`src/rtl/adpll_lock_detector.sv`:
```
// ADPLL lock detector: qualifies phase-error samples, declares lock/unlock with hysteresis, sticky acquisition timeout; DCO range tracking under ADPLL_LOCK_DCO_RANGE_EN.
// Latency: every output is registered and reflects a sample on the clock edge after error_valid_i.
// Backpressure: none; a sample is consumed in the cycle its strobe is high and cannot be stalled.
module adpll_lock_detector #(
  parameter int ERROR_WIDTH    = 8,
  parameter int DCO_CC_WIDTH   = 5,
  parameter int LOCK_TOL       = 2,
  parameter int UNLOCK_TOL     = 4,
  parameter int LOCK_COUNT     = 16,
  parameter int UNLOCK_COUNT   = 4,
  parameter int CNT_WIDTH      = 8,
  parameter int TIMEOUT_CYCLES = 1000000,
  parameter int TIMER_WIDTH    = 20
) (
  input  logic                           fpga_clk_i,
  input  logic                           reset_i,
  input  logic                           enable_i,
  input  logic                           error_valid_i,
  input  logic signed [ERROR_WIDTH-1:0]  error_i,
  input  logic signed [DCO_CC_WIDTH-1:0] dco_cc_i,
  output logic                           locked_o,
  output logic [1:0]                     state_o,
  output logic                           lock_lost_o,
  output logic                           acq_timeout_o,
  output logic [CNT_WIDTH-1:0]           good_cnt_o,
  output logic signed [DCO_CC_WIDTH-1:0] dco_min_o,
  output logic signed [DCO_CC_WIDTH-1:0] dco_max_o
);

  typedef enum logic [1:0] {
    IDLE    = 2'd0,
    ACQUIRE = 2'd1,
    LOCKED  = 2'd2,
    HOLD    = 2'd3
  } state_t;

  localparam logic [ERROR_WIDTH-1:0] ERR_MIN     = {1'b1, {(ERROR_WIDTH-1){1'b0}}};
  localparam logic [ERROR_WIDTH-1:0] ERR_MAX     = {1'b0, {(ERROR_WIDTH-1){1'b1}}};
  localparam logic [ERROR_WIDTH-1:0] LOCK_TOL_W  = ERROR_WIDTH'(LOCK_TOL);
  localparam logic [ERROR_WIDTH-1:0] UNLOCK_TOL_W = ERROR_WIDTH'(UNLOCK_TOL);
  localparam logic [CNT_WIDTH-1:0]   LOCK_CNT_W  = CNT_WIDTH'(LOCK_COUNT);
  localparam logic [CNT_WIDTH-1:0]   LOCK_LAST   = CNT_WIDTH'(LOCK_COUNT - 1);
  localparam logic [CNT_WIDTH-1:0]   UNLOCK_LAST = CNT_WIDTH'(UNLOCK_COUNT - 1);
  localparam logic [TIMER_WIDTH-1:0] TIMER_LAST  = TIMER_WIDTH'(TIMEOUT_CYCLES - 1);

  state_t                  state_q, state_d;
  logic [CNT_WIDTH-1:0]    good_cnt_q, good_cnt_d;
  logic [CNT_WIDTH-1:0]    miss_cnt_q, miss_cnt_d;
  logic [TIMER_WIDTH-1:0]  timer_q, timer_d;
  logic                    acq_timeout_q, acq_timeout_d;
  logic                    locked_q, locked_d;
  logic                    lock_lost_q, lock_lost_d;
  logic [ERROR_WIDTH-1:0]  abs_err;
  logic                    good_sample;
  logic                    miss_sample;

  // The most-negative code has no positive twin, so it saturates.
  always_comb begin
    abs_err = error_i;
    if (error_i[ERROR_WIDTH-1]) begin
      if (error_i == ERR_MIN) abs_err = ERR_MAX;
      else                    abs_err = -error_i;
    end
  end

  assign good_sample = error_valid_i && (abs_err <= LOCK_TOL_W);
  assign miss_sample = error_valid_i && (abs_err >  UNLOCK_TOL_W);

  always_ff @(posedge fpga_clk_i) begin
    if (!reset_i) begin
      state_q       <= IDLE;
      good_cnt_q    <= '0;
      miss_cnt_q    <= '0;
      timer_q       <= '0;
      acq_timeout_q <= 1'b0;
      locked_q      <= 1'b0;
      lock_lost_q   <= 1'b0;
    end else begin
      state_q       <= state_d;
      good_cnt_q    <= good_cnt_d;
      miss_cnt_q    <= miss_cnt_d;
      timer_q       <= timer_d;
      acq_timeout_q <= acq_timeout_d;
      locked_q      <= locked_d;
      lock_lost_q   <= lock_lost_d;
    end
  end

  always_comb begin
    state_d       = state_q;
    good_cnt_d    = good_cnt_q;
    miss_cnt_d    = miss_cnt_q;
    timer_d       = timer_q;
    acq_timeout_d = acq_timeout_q;
    if (!enable_i) begin
      state_d       = IDLE;
      good_cnt_d    = '0;
      miss_cnt_d    = '0;
      timer_d       = '0;
      acq_timeout_d = 1'b0;
    end else begin
      case (state_q)
        IDLE: begin
          state_d       = ACQUIRE;
          good_cnt_d    = '0;
          miss_cnt_d    = '0;
          timer_d       = '0;
          acq_timeout_d = 1'b0;
        end
        ACQUIRE: begin
          if (timer_q != TIMER_LAST) timer_d = timer_q + 1'b1;
          if (timer_d == TIMER_LAST) acq_timeout_d = 1'b1;
          if (good_sample) begin
            if (good_cnt_q >= LOCK_LAST) begin
              good_cnt_d = LOCK_CNT_W;
              state_d    = LOCKED;
            end else begin
              good_cnt_d = good_cnt_q + 1'b1;
            end
          end else if (error_valid_i) begin
            good_cnt_d = '0;
          end
        end
        LOCKED: begin
          if (miss_sample) begin
            if (UNLOCK_COUNT == 1) begin
              state_d       = ACQUIRE;
              good_cnt_d    = '0;
              miss_cnt_d    = '0;
              timer_d       = '0;
              acq_timeout_d = 1'b0;
            end else begin
              state_d    = HOLD;
              miss_cnt_d = {{(CNT_WIDTH-1){1'b0}}, 1'b1};
            end
          end
        end
        HOLD: begin
          if (miss_sample) begin
            if (miss_cnt_q >= UNLOCK_LAST) begin
              state_d       = ACQUIRE;
              good_cnt_d    = '0;
              miss_cnt_d    = '0;
              timer_d       = '0;
              acq_timeout_d = 1'b0;
            end else begin
              miss_cnt_d = miss_cnt_q + 1'b1;
            end
          end else if (error_valid_i) begin
            state_d    = LOCKED;
            miss_cnt_d = '0;
          end
        end
        default: state_d = IDLE;
      endcase
    end
  end

  // Lock loss is any LOCKED/HOLD -> ACQUIRE move; disable goes to IDLE and never pulses.
  always_comb begin
    locked_d    = (state_d == LOCKED) || (state_d == HOLD);
    lock_lost_d = ((state_q == LOCKED) || (state_q == HOLD)) && (state_d == ACQUIRE);
  end

  assign state_o       = state_q;
  assign locked_o      = locked_q;
  assign lock_lost_o   = lock_lost_q;
  assign acq_timeout_o = acq_timeout_q;
  assign good_cnt_o    = good_cnt_q;

`ifdef ADPLL_LOCK_DCO_RANGE_EN
  logic signed [DCO_CC_WIDTH-1:0] dco_min_q, dco_max_q;

  always_ff @(posedge fpga_clk_i) begin
    if (!reset_i || (state_d == IDLE)) begin
      dco_min_q <= '0;
      dco_max_q <= '0;
    end else if ((state_q == ACQUIRE) && (state_d == LOCKED)) begin
      dco_min_q <= dco_cc_i;
      dco_max_q <= dco_cc_i;
    end else if ((state_q == LOCKED) || (state_q == HOLD)) begin
      if (dco_cc_i < dco_min_q) dco_min_q <= dco_cc_i;
      if (dco_cc_i > dco_max_q) dco_max_q <= dco_cc_i;
    end
  end

  assign dco_min_o = dco_min_q;
  assign dco_max_o = dco_max_q;
`else
  logic unused_dco;
  assign unused_dco = ^dco_cc_i;
  assign dco_min_o  = '0;
  assign dco_max_o  = '0;
`endif

endmodule

```
`config.mk`:
```
export PLATFORM = sky130hd
export DESIGN_NAME = adpll_lock_detector
export DESIGN_NICKNAME = d
export VERILOG_FILES = /design/src/rtl/adpll_lock_detector.sv
export SDC_FILE = /design/constraint.sdc
export NUM_CORES = 1
export LEC_CHECK = 0
export BUFFER_PORTS_ARGS = -buffer_cell sky130_fd_sc_hd__buf_2
export CORE_MARGIN = 4
export CORE_UTILIZATION = 35
export CTS_CLUSTER_DIAMETER = 30
export CTS_CLUSTER_SIZE = 14
export DETAILED_ROUTE_END_ITERATION = 16
export GPL_TIMING_DRIVEN = 0
export PLACE_DENSITY_LB_ADDON = 0.05
export RECOVER_POWER = 50
export SLEW_MARGIN = 25
export SYNTH_ARGS = -nofsm -noshare
export SYNTH_HDL_FRONTEND = slang
export SYNTH_SLANG_ARGS = --single-unit
```
`constraint.sdc`:
```
create_clock -name fpga_clk_i -period 2.2 [get_ports fpga_clk_i]
set_clock_uncertainty 0.05 [all_clocks]
set_input_delay 0.22 -clock fpga_clk_i [delete_from_list [all_inputs] [get_ports fpga_clk_i]]
set_output_delay 0.22 -clock fpga_clk_i [all_outputs]
set_load 0.01 [all_outputs]
```
==> impl_metrics.prom <==
# TYPE chip_impl_metric gauge
chip_impl_info{name="run_status",value="complete, no violations"} 1
chip_impl_metric{name="synth_sequential_area_ratio",unit=""} 0.325
chip_impl_metric{name="die_w",unit="µm"} 93
chip_impl_metric{name="path_depth",unit=""} 9
chip_impl_metric{name="synth_area_per_cell",unit="µm²"} 8.26
chip_impl_metric{name="post_synthesis_async_set_or_reset_flop_share",unit=""} 0
chip_impl_metric{name="total_power",unit="µW"} 1500
chip_impl_info{name="crit_path_end_kind",value="flop"} 1
chip_impl_info{name="critPathKind",value="reg -> reg"} 1
chip_impl_metric{name="max_slew_violations",unit=""} 0
chip_impl_metric{name="drtPass1Iterations",unit=""} 4
chip_impl_metric{name="cts.hold.buffers_added",unit=""} 0
chip_impl_metric{name="grt_remaining_overflow",unit=""} 0
chip_impl_metric{name="max_freq",unit="MHz"} 474
chip_impl_metric{name="die_h",unit="µm"} 93
chip_impl_metric{name="initial_utilization",unit=""} 0.366
chip_impl_metric{name="wire_length_of_the_first_global_routing_pass",unit="mm"} 11.5
chip_impl_metric{name="worstHoldPathCells",unit=""} 3
chip_impl_metric{name="cts_made_buffers",unit=""} 5
chip_impl_metric{name="ctsLongestPathBuffers",unit=""} 2
chip_impl_metric{name="track_usage",unit=""} 0.166
chip_impl_metric{name="holdWs",unit="ns"} 0.174
chip_impl_metric{name="fin_nets",unit=""} 379
chip_impl_metric{name="port-buffer-count",unit=""} 24
chip_impl_metric{name="final_core_utilization",unit=""} 0.448
chip_impl_metric{name="clk_pin_slew_worst_setup_hold_paths",unit="ns"} 0.08
chip_impl_info{name="critical_path.reg2reg.endpoint",value="good_cnt_o[2]$_SDFFE_PN0P_"} 1
chip_impl_metric{name="htree_levels",unit=""} 2
chip_impl_metric{name="viasPerCell",unit=""} 5.51
chip_impl_metric{name="netlist_area",unit="mm²"} 0.00253
chip_impl_metric{name="top_level_ports",unit=""} 40
chip_impl_info{name="rsz0062_at_grt",value="false"} 1
chip_impl_metric{name="synth.ff_latch_count",unit=""} 41
chip_impl_info{name="mostFrequentLayoutCell",value="dfxtp_1"} 1
chip_impl_info{name="hp-class",value="in -> reg"} 1
chip_impl_info{name="clock_tree_from_tritoncts",value="done"} 1
chip_impl_info{name="crit_path_top_delay_cell",value="or4_4"} 1
chip_impl_metric{name="timing.critical_path.arrival",unit="ns"} 2.29
chip_impl_metric{name="worst-r2r-cell-count",unit=""} 9
chip_impl_info{name="cts-root-buf",value="clkbuf_8"} 1
chip_impl_metric{name="route.antenna.remaining_nets",unit=""} 0
chip_impl_metric{name="leak_pwr",unit="µW"} 0.00117
chip_impl_metric{name="n_antenna_cell",unit=""} 0
chip_impl_metric{name="detailed_place_hpwl",unit="mm"} 4.87
chip_impl_metric{name="dpl-instance-area",unit="mm²"} 0.00281
chip_impl_metric{name="share_of_final_layout_standard_cells_stronger_than_drive_strength_1",unit=""} 0.218
chip_impl_metric{name="cells_after_synthesis",unit=""} 306
chip_impl_metric{name="irDropWorstVdd",unit="mV"} 0.240
chip_impl_metric{name="edff_count_synth",unit=""} 0
chip_impl_metric{name="design.die.area",unit="mm²"} 0.00865
chip_impl_info{name="worst_setup_path_start_kind",value="flop"} 1
chip_impl_metric{name="place.gp.congestion",unit=""} 0.824
chip_impl_info{name="timing.rr.start",value="miss_cnt_q[0]$_SDFFE_PN0P_"} 1
chip_impl_metric{name="vias",unit=""} 2502
chip_impl_metric{name="clk_latency",unit="ns"} 0.30
chip_impl_metric{name="crit_buf_inv",unit=""} 2
chip_impl_metric{name="area_growth",unit="%"} 22.4
chip_impl_metric{name="timing.final.hold_violations",unit=""} 0
chip_impl_metric{name="drv.max_cap_violation_count",unit=""} 0
chip_impl_metric{name="antenna_found_initial",unit=""} 0
chip_impl_info{name="hold_worst_path_end",value="lock_lost_o$_SDFF_PN0_"} 1
chip_impl_info{name="ys.flop_type",value="dfxtp_1"} 1
chip_impl_metric{name="std_cell_rows",unit=""} 30
chip_impl_metric{name="final_area",unit="mm²"} 0.00310
chip_impl_metric{name="yosysWarningCount",unit=""} 0
chip_impl_metric{name="drcViolationCount",unit=""} 0
chip_impl_metric{name="core-area",unit="mm²"} 0.00691
chip_impl_metric{name="ff2ff_setup_slack",unit="ns"} 0.09
chip_impl_metric{name="post_drt_wl_per_cell",unit="µm"} 15.9
chip_impl_metric{name="power.density_cell_area",unit="mW/mm²"} 483
chip_impl_metric{name="timing.critical_path.slowest_cell_delay",unit="ns"} 0.42
chip_impl_metric{name="total_number_of_clock_tree_sinks",unit=""} 41
chip_impl_metric{name="tightest_slew",unit="ns"} 0.654
chip_impl_info{name="hold_wc_startpoint",value="error_valid_i"} 1
chip_impl_metric{name="slew_headroom",unit=""} 0.561
chip_impl_metric{name="synth_cell_types",unit=""} 59
chip_impl_metric{name="initialDrtViolationCount",unit=""} 107
chip_impl_info{name="cp_top_family",value="simple AND/OR/NAND/NOR gates"} 1
chip_impl_metric{name="worst-endpoint-required",unit="ns"} 2.38
chip_impl_metric{name="setup_violations",unit=""} 0
chip_impl_info{name="timing.critical_path.cells",value="ha_1 -> or4_4 -> nor4_4 -> buf_4 -> o21ai_0 -> o311ai_4 -> buf_4 -> o21ai_0 -> a21oi_1"} 1
chip_impl_metric{name="crit_fanout",unit=""} 6
chip_impl_metric{name="drt-total-wl",unit="mm"} 7.23
chip_impl_metric{name="grt_start_max_net_pins",unit=""} 13
chip_impl_metric{name="vias_in_the_first_global_route",unit=""} 2314
chip_impl_metric{name="final.period_utilization",unit=""} 0.958
chip_impl_metric{name="period_needed",unit="ns"} 2.11
chip_impl_info{name="final_cell_mix",value="dfxtp_1, nand2_1, o21ai_0, clkbuf_1, buf_4"} 1
chip_impl_metric{name="fin_tns_setup",unit="ns"} 0
==> cell families after synthesis <==
kind of cell | synth area share
xor+xnor | 0.00693
flops | 0.325
mux | 0.0198
compound gates | 0.261
simple gates | 0.292
buf+inv | 0.0742
other cells | 0.00148
fa+ha+maj | 0.0198
==> final cells by class <==
type | instances | area [µm²]
tap | 96 | 120
buffer | 25 | 153
clock buffer | 5 | 68.8
timing repair buffer | 36 | 188
sequential | 41 | 832
inverter | 11 | 41.3
clock inverter | 2 | 35.0
fill | 746 | 3810
multi-input combinational | 238 | 1660
==> tightest hold or removal path, stage by stage <==
cell and delay [ns]:
buf_2 0.15, nand3_1 0.08, nor4_1 0.04
==> cell usage after synthesis, types with 5 or more instances <==
master    count  share of area
clkbuf_1      8          0.012
and3_1       12          0.030
dfxtp_1      41           0.32
inv_1        10          0.015
buf_4        10          0.030
nand2_1      25          0.037
o21ai_0      24          0.048
a21oi_1      16          0.032
nor2_1       19          0.028
nand4_1       6          0.015
mux2i_1       5          0.020
nand2b_1      7          0.017
a31oi_1      13          0.032
nor3_1       13          0.026
nand3_1      17          0.034
a311oi_1      7          0.024
nor4_1        7          0.017
==> through the flow <==
step                      instances  setup slack [ns]
after floorplan                 315            0.0480
after global placement          435            -0.387
after detailed placement        435            -0.352
after CTS                       448           0.00389
after global routing            454          0.000834
final                           454            0.0920
==> repair_timing <==
action,4_1_cts,5_1_grt
endpoints found under the setup margin,25,29
endpoints found under the hold margin,0,0
buffers inserted,6,6
gates resized for setup,9,21
pin swaps,5,7
==> state kept, by name (all words and copies together), names as in the netlist <==
signal         flops
miss_cnt_q         8
state_o            2
good_cnt_o         8
acq_timeout_o      1
lock_lost_o        1
timer_q           20
locked_o           1
==> power by group <==
part	switching [µW]	internal (µW)	leakage (µW)
Combinational	91.9	53.1	0.000778
Sequential	4.02	741	0.000334
Clock	275	330	0.0000540
Total	371	1120	0.00117
==> per-layer routing <==
layer  part of all wire  track usage  wire length (µm)
met5                  0            0                 0
met2               0.45        0.263              3230
met1               0.49        0.224              3580
met3              0.040       0.0306               286
met4              0.019       0.0611               138
==> how the worst max path moves through the flow <==
stage                     slack (ns)                    endpoint                        from
final                           0.09  good_cnt_o[2]$_SDFFE_PN0P_  miss_cnt_q[0]$_SDFFE_PN0P_
after global routing          0.0008  good_cnt_o[2]$_SDFFE_PN0P_  miss_cnt_q[0]$_SDFFE_PN0P_
after CTS                      0.004  acq_timeout_o$_SDFFE_PN0P_     timer_q[5]$_SDFFE_PN0P_
after detailed placement       -0.35  acq_timeout_o$_SDFFE_PN0P_     timer_q[0]$_SDFFE_PN0P_
after global placement         -0.39  acq_timeout_o$_SDFFE_PN0P_     timer_q[0]$_SDFFE_PN0P_
after floorplan                 0.05  acq_timeout_o$_SDFFE_PN0P_     timer_q[0]$_SDFFE_PN0P_
Note: power is estimated with default switching activity, not from simulation.
